$ cat src/rtl/galaga_pixel_pipe.sv
// rtl/galaga_pixel_pipe.sv - three-stage pixel classifier with per-frame object snapshot and collision flags
module galaga_pixel_pipe #(
  parameter int N_ENEMY   = 15,
  parameter int N_EBULLET = 31,
  parameter int N_PBULLET = 15,
  parameter int X_W       = 10,
  parameter int Y_W       = 9,
  parameter int ENEMY_W   = 36,
  parameter int ENEMY_H   = 24,
  parameter int BULLET_W  = 4,
  parameter int BULLET_H  = 16,
  parameter int PLAYER_W  = 24,
  parameter int PLAYER_H  = 36,
  parameter int PLAYER_Y  = 280
) (
  input  logic                           clk,
  input  logic                           rst,
  input  logic                           pix_valid,
  input  logic                           frame_start,
  input  logic [X_W-1:0]                 pix_x,
  input  logic [Y_W-1:0]                 pix_y,
  input  logic [N_ENEMY-1:0]             enemyState,
  input  logic [N_ENEMY*(X_W+Y_W)-1:0]   enemyPosition,
  input  logic [N_EBULLET-1:0]           enemyBulletState,
  input  logic [N_EBULLET*(X_W+Y_W)-1:0] enemyBulletPosition,
  input  logic                           playerState,
  input  logic [X_W-1:0]                 playerPosition,
  input  logic [N_PBULLET-1:0]           playerBulletState,
  input  logic [N_PBULLET*(X_W+Y_W)-1:0] playerBulletPosition,
  output logic                           out_valid,
  output logic [X_W-1:0]                 out_x,
  output logic [Y_W-1:0]                 out_y,
  output logic [2:0]                     pixelState,
  output logic [N_ENEMY-1:0]             enemy_hit,
  output logic [N_PBULLET-1:0]           pbullet_hit,
  output logic                           player_hit,
  output logic                           hit_valid
);

  localparam int SLOT_W = X_W + Y_W;
  localparam logic [X_W:0]   ENEMY_WX  = (X_W+1)'(ENEMY_W);
  localparam logic [Y_W:0]   ENEMY_HY  = (Y_W+1)'(ENEMY_H);
  localparam logic [X_W:0]   BULLET_WX = (X_W+1)'(BULLET_W);
  localparam logic [Y_W:0]   BULLET_HY = (Y_W+1)'(BULLET_H);
  localparam logic [X_W:0]   PLAYER_WX = (X_W+1)'(PLAYER_W);
  localparam logic [Y_W:0]   PLAYER_HY = (Y_W+1)'(PLAYER_H);
  localparam logic [Y_W-1:0] PLAYER_YT = Y_W'(PLAYER_Y);

  // Box ends carry one extra bit so an object near the right/bottom edge clips instead of wrapping.
  function automatic logic inBox(input logic [X_W-1:0] ox, input logic [Y_W-1:0] oy,
                                 input logic [X_W-1:0] px, input logic [Y_W-1:0] py,
                                 input logic [X_W:0] w, input logic [Y_W:0] h);
    logic [X_W:0] xEnd;
    logic [Y_W:0] yEnd;
    xEnd = {1'b0, ox} + w;
    yEnd = {1'b0, oy} + h;
    return (px >= ox) && ({1'b0, px} < xEnd) && (py >= oy) && ({1'b0, py} < yEnd);
  endfunction

  logic                           s1Valid, s1Frame;
  logic [X_W-1:0]                 s1X;
  logic [Y_W-1:0]                 s1Y;
  logic [N_ENEMY-1:0]             shEnemyState;
  logic [N_ENEMY*SLOT_W-1:0]      shEnemyPos;
  logic [N_EBULLET-1:0]           shEbState;
  logic [N_EBULLET*SLOT_W-1:0]    shEbPos;
  logic [N_PBULLET-1:0]           shPbState;
  logic [N_PBULLET*SLOT_W-1:0]    shPbPos;
  logic                           shPlayerState;
  logic [X_W-1:0]                 shPlayerX;
  logic [N_ENEMY-1:0]             ehNext, eh;
  logic [N_EBULLET-1:0]           ebhNext, ebh;
  logic [N_PBULLET-1:0]           pbhNext, pbh;
  logic                           phNext, ph;
  logic                           s2Valid, s2Frame;
  logic [X_W-1:0]                 s2X;
  logic [Y_W-1:0]                 s2Y;
  logic [N_ENEMY-1:0]             accEnemy, accEnemyC;
  logic [N_PBULLET-1:0]           accPb, accPbC;
  logic                           accPlayer, accPlayerC;
  logic [2:0]                     codeNext;

  wire snapshot = pix_valid && frame_start;

  always_ff @(posedge clk) begin
    if (rst) begin
      s1Valid       <= 1'b0;
      s1Frame       <= 1'b0;
      s1X           <= '0;
      s1Y           <= '0;
      shEnemyState  <= '0;
      shEbState     <= '0;
      shPbState     <= '0;
      shPlayerState <= 1'b0;
    end else begin
      s1Valid <= pix_valid;
      s1Frame <= snapshot;
      s1X     <= pix_x;
      s1Y     <= pix_y;
      if (snapshot) begin
        shEnemyState  <= enemyState;
        shEbState     <= enemyBulletState;
        shPbState     <= playerBulletState;
        shPlayerState <= playerState;
      end
    end
  end

  // Positions only matter while the matching state bit is set, so they skip reset.
  always_ff @(posedge clk) begin
    if (snapshot) begin
      shEnemyPos <= enemyPosition;
      shEbPos    <= enemyBulletPosition;
      shPbPos    <= playerBulletPosition;
      shPlayerX  <= playerPosition;
    end
  end

  for (genvar i = 0; i < N_ENEMY; i++) begin : gEnemy
    assign ehNext[i] = shEnemyState[i] && inBox(shEnemyPos[i*SLOT_W +: X_W],
        shEnemyPos[i*SLOT_W+X_W +: Y_W], s1X, s1Y, ENEMY_WX, ENEMY_HY);
  end
  for (genvar i = 0; i < N_EBULLET; i++) begin : gEbullet
    assign ebhNext[i] = shEbState[i] && inBox(shEbPos[i*SLOT_W +: X_W],
        shEbPos[i*SLOT_W+X_W +: Y_W], s1X, s1Y, BULLET_WX, BULLET_HY);
  end
  for (genvar i = 0; i < N_PBULLET; i++) begin : gPbullet
    assign pbhNext[i] = shPbState[i] && inBox(shPbPos[i*SLOT_W +: X_W],
        shPbPos[i*SLOT_W+X_W +: Y_W], s1X, s1Y, BULLET_WX, BULLET_HY);
  end
  assign phNext = shPlayerState && inBox(shPlayerX, PLAYER_YT, s1X, s1Y, PLAYER_WX, PLAYER_HY);

  always_ff @(posedge clk) begin
    if (rst) begin
      s2Valid <= 1'b0;
      s2Frame <= 1'b0;
      s2X     <= '0;
      s2Y     <= '0;
      eh      <= '0;
      ebh     <= '0;
      pbh     <= '0;
      ph      <= 1'b0;
    end else begin
      s2Valid <= s1Valid;
      s2Frame <= s1Frame;
      s2X     <= s1X;
      s2Y     <= s1Y;
      eh      <= ehNext;
      ebh     <= ebhNext;
      pbh     <= pbhNext;
      ph      <= phNext;
    end
  end

  assign accEnemyC  = eh & {N_ENEMY{|pbh}};
  assign accPbC     = pbh & {N_PBULLET{|eh}};
  assign accPlayerC = ph & (|eh | |ebh);

  always_comb begin
    codeNext = 3'b000;
    if (!s2Valid)  codeNext = 3'b000;
    else if (ph)   codeNext = 3'b011;
    else if (|pbh) codeNext = 3'b100;
    else if (|eh)  codeNext = 3'b001;
    else if (|ebh) codeNext = 3'b010;
  end

  always_ff @(posedge clk) begin
    if (rst) begin
      out_valid   <= 1'b0;
      out_x       <= '0;
      out_y       <= '0;
      pixelState  <= 3'b000;
      accEnemy    <= '0;
      accPb       <= '0;
      accPlayer   <= 1'b0;
      enemy_hit   <= '0;
      pbullet_hit <= '0;
      player_hit  <= 1'b0;
      hit_valid   <= 1'b0;
    end else begin
      out_valid  <= s2Valid;
      out_x      <= s2X;
      out_y      <= s2Y;
      pixelState <= codeNext;
      hit_valid  <= 1'b0;
      if (s2Valid && s2Frame) begin
        enemy_hit   <= accEnemy;
        pbullet_hit <= accPb;
        player_hit  <= accPlayer;
        hit_valid   <= 1'b1;
        accEnemy    <= accEnemyC;
        accPb       <= accPbC;
        accPlayer   <= accPlayerC;
      end else if (s2Valid) begin
        accEnemy  <= accEnemy | accEnemyC;
        accPb     <= accPb | accPbC;
        accPlayer <= accPlayer | accPlayerC;
      end
    end
  end

endmodule

$ cat config.mk
export PLATFORM = sky130hd
export DESIGN_NAME = galaga_pixel_pipe
export DESIGN_NICKNAME = d
export VERILOG_FILES = /design/src/rtl/galaga_pixel_pipe.sv
export SDC_FILE = /design/constraint.sdc
export NUM_CORES = 2
export LEC_CHECK = 0
export ABC_AREA = 1
export BUFFER_PORTS_ARGS = -buffer_cell sky130_fd_sc_hd__buf_2
export CAP_MARGIN = 5
export CORE_AREA = 2 2 507 509
export DETAILED_ROUTE_END_ITERATION = 10
export DIE_AREA = 0 0 509 511
export GPL_TIMING_DRIVEN = 0
export SLEW_MARGIN = 20
export SYNTH_ARGS = -nofsm -noshare
export SYNTH_HDL_FRONTEND = slang
export SYNTH_SLANG_ARGS = --single-unit
$ cat constraint.sdc
create_clock -name clk -period 27.7 [get_ports clk]
set_input_delay 0 -clock clk [delete_from_list [all_inputs] [get_ports clk]]
set_output_delay 0 -clock clk [all_outputs]
set_load 0.02 [all_outputs]
Word level (Yosys, flattened, before mapping)
Cells that the tools add are included.

Muxes and demuxes: 11. Add/subtract/negate cells: 123. Reductions and logical operators: 256. Bitwise gates (word level): 8. Magnitude comparators: 248.

Operator list (count): 10-bit by 11-bit < comparator with 1-bit output (62); 10-bit greater-or-equal comparator (62); 9-bit by 5-bit adder with 10-bit output (second input constant) (61); 9-bit by 10-bit < comparator with 1-bit output (61); 9-bit greater-or-equal comparator (61); 10-bit by 3-bit adder with 11-bit output (second input constant) (46); 1-bit logical AND (250); 10-bit by 6-bit adder with 11-bit output (second input constant) (15); 15-bit 2-to-1 mux (4); 31-bit OR reduction (1); 15-bit bitwise AND (2); 15-bit bitwise OR (2); 15-bit OR reduction (2); 10-bit by 5-bit adder with 11-bit output (second input constant) (1); 9-bit greater-or-equal comparator (second input constant) (1); 9-bit < comparator (second input constant) (1); 2-bit 2-to-1 mux (3); 1-bit 2-to-1 mux (3); 3-bit 2-to-1 mux (1); 3-bit OR reduction (1); 1-bit bitwise OR (2); 2-bit nonzero test (1); 2-bit OR reduction (1); 1-bit bitwise AND (1); 1-bit NOT (1).

Register bits: 1421. Bits of input ports: 1254. Word-level logic and storage cells: 678.

Longest topological paths before layout
Depth after elaboration: 6. Gate-level depth with buffers: 15. Gate-level depth less buffers: 15.

Worst setup path before layout
OpenSTA, ideal clock, no wires.

Kind: input-to-reg. From: in pix_valid. To: reg shEbPos[0] (enable). Arrival: 22609 ps. Stages on the path: 2. Path slack: 3587 ps. Setup time: 1504 ps. Cells stage by stage: nand2_2 > inv_1.

Longest elaborated chain between the ends: 1.

RTL lines: start, declared (RTL line 18) `input logic pix_valid,`; 1-bit logical AND (RTL line 83) `wire snapshot = pix_valid && frame_start;`; via snapshot (RTL line 83); end signal, assigned (RTL line 113) `shEbPos <= enemyBulletPosition;`; end, declared (RTL line 66) `logic [N_EBULLET*SLOT_W-1:0] shEbPos;`.

The timed path passes the listed nets, and every way through them passes these cells. A chain may end at the register's enable or synchronous reset.

Final worst setup path
From: reg s1X[9]. To: reg eh[5].

Longest elaborated chain between the ends: 5. Elaborated cells between the ends (all ways): 6.

RTL lines: start, declared (RTL line 61) `logic [X_W-1:0] s1X;`; start signal, assigned (RTL line 98) `s1X <= pix_x;`; 10-bit by 11-bit < comparator with 1-bit output or 10-bit greater-or-equal comparator (tied branches) (RTL line 57) `return (px >= ox) && ({1'b0, px} < xEnd) && (py >= oy) && ({1'b0, py} < yEnd);`; 1-bit logical AND * (3 in series) (RTL line 57); 1-bit logical AND * (RTL line 120) `assign ehNext[i] = shEnemyState[i] && inBox(shEnemyPos[i*SLOT_W +: X_W],`; end signal, assigned (RTL line 148) `eh <= ehNext;`; end, declared (RTL line 71) `logic [N_ENEMY-1:0] ehNext, eh;`.

Mark *: on every way between the ends. The rest lies on a longest branch, timed or not.

==> flow_summary.rst <==
.. list-table::
   :header-rows: 1

   * - Metric
     - Value
   * - Area of the die
     - 260100 sq um
   * - Number of enable flip-flop cells after synthesis
     - 1169
   * - Actual transition at the worst max-transition pin
     - 1106 ps
   * - Filler instances
     - 21110
   * - Horiz. Die Dim
     - 509 microns
   * - Post-route setup TNS
     - 0 ps
   * - Post-route fraction of the period consumed by the critical path
     - 13.04%
   * - Clk pin slew, worst setup/hold paths
     - 60 ps
   * - Unrepaired setup endpoints after global routing
     - false
   * - Antenna viol nets, final
     - 0
   * - Worst Path Required
     - 28390 ps
   * - Final clock skew
     - 62.39 ps
   * - Max-slew headroom
     - 25.98%
   * - Total wire length after detailed routing
     - 420300 microns
   * - Sequential share of the synthesized area
     - 37.66%
   * - Clock buffers created by TritonCTS
     - 185
   * - Total count of hold-check failures in the final report
     - 0
   * - Signal arrival time at the worst endpoint
     - 4300 ps
   * - Placed Area
     - 119600 sq um
   * - Clock sink count
     - 1421
   * - Async SR Flop Fraction
     - 0%
   * - CP Capture Type
     - flip-flop
   * - Via count normalized by instance count
     - 5.146
   * - Post-CTS Setup Bufs
     - 0
   * - Flip-flop and latch area
     - 40210 sq um
   * - Number of detailed-routing iterations run before antenna repair
     - 8
   * - Via count
     - 102200
   * - Max clock buf depth
     - 4
   * - Hold slack final
     - 31.89 ps
   * - Core area
     - 255300 sq um
   * - Std-Cell Rows
     - 186
   * - Initial cell density of the core
     - 41.75%
   * - R2r setup slk
     - 24090 ps
   * - Number of global-route vias before repair
     - 101200
   * - Type of origin of the critical path
     - flip-flop
   * - Average cell area after synthesis
     - 8.812 sq um
   * - Synth cell types
     - 37
   * - Final standard cell utilization of the core
     - 59.16%
   * - Total of flip-flops plus latches after synthesis
     - 1421
   * - Leading register cell type out of synthesis
     - edfxtp_1
   * - P&R area growth vs syn
     - 41.69%
   * - Final Slew Violations
     - 0
   * - Number of violations of the max-capacitance limit
     - 0
   * - Insertion delay of the later-clocked pin in the worst-skew pair
     - 870 ps
   * - DRT iter0 DRCs
     - 8327
   * - Path type of the worst setup path
     - flip-flop to flip-flop
   * - Syn Std Cell Area
     - 106600 sq um
   * - Cell total after placement
     - 16870
   * - CTS tree
     - built
   * - Antenna violations before repair
     - 174
   * - Synthesized Nets
     - 15460
   * - Number of instances in the synthesized netlist
     - 12100
   * - Worst setup margin
     - 24090 ps
   * - Gp weighted congestion
     - 0.9142
   * - Wire length of the first global-routing pass
     - 613700 microns
   * - Post-route cell area
     - 151000 sq um
   * - Max rail drop VDD
     - 0.00005251 V
   * - Number of standard cells in the layout, taps in and fillers out
     - 19860
   * - IO Port Bufs
     - 1307
   * - Biggest area contributors in the synthesized netlist
     - edfxtp_1 33%, ha_1 25%, nand2_1 8.3%
   * - Highest net fanout along the worst path
     - 35
   * - Total area of multi-input combinational cells
     - 59310 sq um
   * - Leakage Power
     - 73.30 nW
   * - Finish-stage setup viols
     - 0
   * - Synth warn
     - 0
   * - Library cell occupying the most area in the post-synthesis netlist
     - edfxtp_1
   * - Routed wirelength normalized by instance count
     - 21.16 microns
   * - Number of hold-repair buffers added at the cts stage
     - 2508
   * - DIE HEIGHT
     - 511 microns
   * - Maximum level of the CTS H-tree
     - 4
   * - Post-cts resize count
     - 0
   * - Number of nets in the layout
     - 19540
   * - Remaining global-route overflow
     - 0
   * - Proportion of netlist area held by the largest area contributor
     - 32.93%
   * - Largest net degree at the start of global routing
     - 111
   * - Number of remaining DRC errors
     - 0
   * - Post-DP HPWL
     - 291800 microns
   * - Max frequency
     - 276.9 MHz
   * - Post-layout total power
     - 6.669 mW
   * - Top-level port count
     - 1309
   * - GRT Resource Usage Total
     - 31.27%
   * - Cell Pwr Density
     - 44.16 nW/um^2
   * - Clock period minus worst slack
     - 3611 ps
   * - Post-Place Setup Slack
     - 24110 ps
   * - Fraction of final layout cells sized beyond drive strength 1
     - 11.18%
   * - Library cell used as clock root buffer
     - clkbuf_16
   * - Worst hold path class
     - input port to flip-flop
   * - Status
     - complete, no violations
[worst max-delay path, stage by stage (launching register included)]
cell     delay [ps]
dfxtp_4         780
buf_16          290
buf_16          260
ha_1            220
nand2_1          80
nor2_1          140
nand3_1          90
nand3_1         110
nand2_1          60
nor2_1          840
nand2_1         100
nor2_1          320
[cell type report]
class | instances | area share (%)
Multi-Input combinational cell | 8795 | 39.27
Sequential cell | 1421 | 26.62
Timing Repair Buffer | 3897 | 22.34
Inverter | 1835 | 4.579
Clock buffer | 242 | 3.349
Tap cell | 3384 | 2.803
Clock inverter | 91 | 0.6047
Antenna cell | 152 | 0.2518
Buffer | 46 | 0.1756
[cell families (layout without fill, tap and decap cells)]
| family | count (synthesis) | after routing | synth area share (%) |
|---|---|---|---|
| buffers and inverters | 1881 | 6111 | 6.700 |
| adders and majority gates | 2107 | 2107 | 24.73 |
| DFF | 1421 | 1421 | 37.66 |
| other | 0 | 152 | 0 |
| xor gates and xnor gates | 555 | 555 | 4.560 |
| AOI/OAI and AO/OA | 1419 | 1419 | 7.363 |
| and+or+nand+nor | 4714 | 4714 | 18.98 |
[registers in the layout, summed over array words and instances (netlist names), 3 cells and up]
signal        flops
shEnemyState     15
accEnemy         15
shPlayerX        10
s2X              10
shPbPos         285
out_x            10
shEnemyPos      285
shEbPos         589
pbullet_hit      15
shPbState        15
pbh              15
out_y             9
s2Y               9
eh               15
pixelState        3
enemy_hit        15
ebh              31
shEbState        31
s1X              10
accPb            15
s1Y               9
[layer usage]
layer	part of all wire (%)	GRT usage, %	up-vias
li1	-	-	49120
met1	40	37.91	47280
met3	7.5	5.419	1287
met4	6.8	18.55	60
met2	46	51.78	4472
met5	0.096	0	-
[final timing paths]
check                            from            to  cells past startpoint
min reg2reg                    s2X[8]      out_x[8]                      2
max reg2reg                    s1X[9]         eh[5]                     11
max                            s1X[9]         eh[5]                     11
min          enemyBulletPosition[295]  shEbPos[295]                      2
[Yosys cell counts (2+ instances only)]
cell type	instances
nor2_1	1179
nor4_1	2
inv_1	1831
xnor2_1	107
buf_2	10
dfxtp_1	252
edfxtp_1	1169
ha_1	2107
o21a_1	154
nor3b_1	6
nand4_1	183
nand3_1	623
buf_1	6
o21bai_1	57
nor3_2	84
a21boi_0	4
xor2_1	448
clkbuf_1	19
o21ai_0	180
buf_6	6
a21oi_1	941
inv_2	3
or2_2	3
o31ai_1	2
nand3b_1	139
and3_1	14
nor3_1	97
buf_4	5
nor2_2	5
nand2_2	2
nand2_1	2371
nor2_4	4
a21o_1	80
[cell usage in the layout, fill, tap and decap left out, drive strengths merged]
| master | instances |
|---|---|
| edfxtp | 1169 |
| nand4 | 183 |
| inv | 1845 |
| xor2 | 448 |
| clkinv | 59 |
| o21bai | 57 |
| or2 | 3 |
| a21boi | 4 |
| and3 | 14 |
| o21ai | 180 |
| buf | 1416 |
| nor4 | 3 |
| a21o | 80 |
| nand3 | 623 |
| nand2 | 2373 |
| clkbuf | 261 |
| dlygate4sd3 | 2508 |
| ha | 2107 |
| dfxtp | 252 |
| o2111ai | 1 |
| xnor2 | 107 |
| o31ai | 2 |
| clkinvlp | 10 |
| nor2 | 1188 |
| nor3b | 6 |
| nand3b | 140 |
| o21a | 154 |
| bufinv | 12 |
| diode | 152 |
| a21oi | 941 |
| nor3 | 181 |
[where the power goes]
part / switching, mW / internal (mW) / leakage, nW / total, mW
logic: 0.889 / 0.764 / 57.4 / 1.65
clock network: 1.03 / 1.41 / 2.91 / 2.44
registers: 0.116 / 2.46 / 13.0 / 2.58
(Power assumes the default switching activity.)
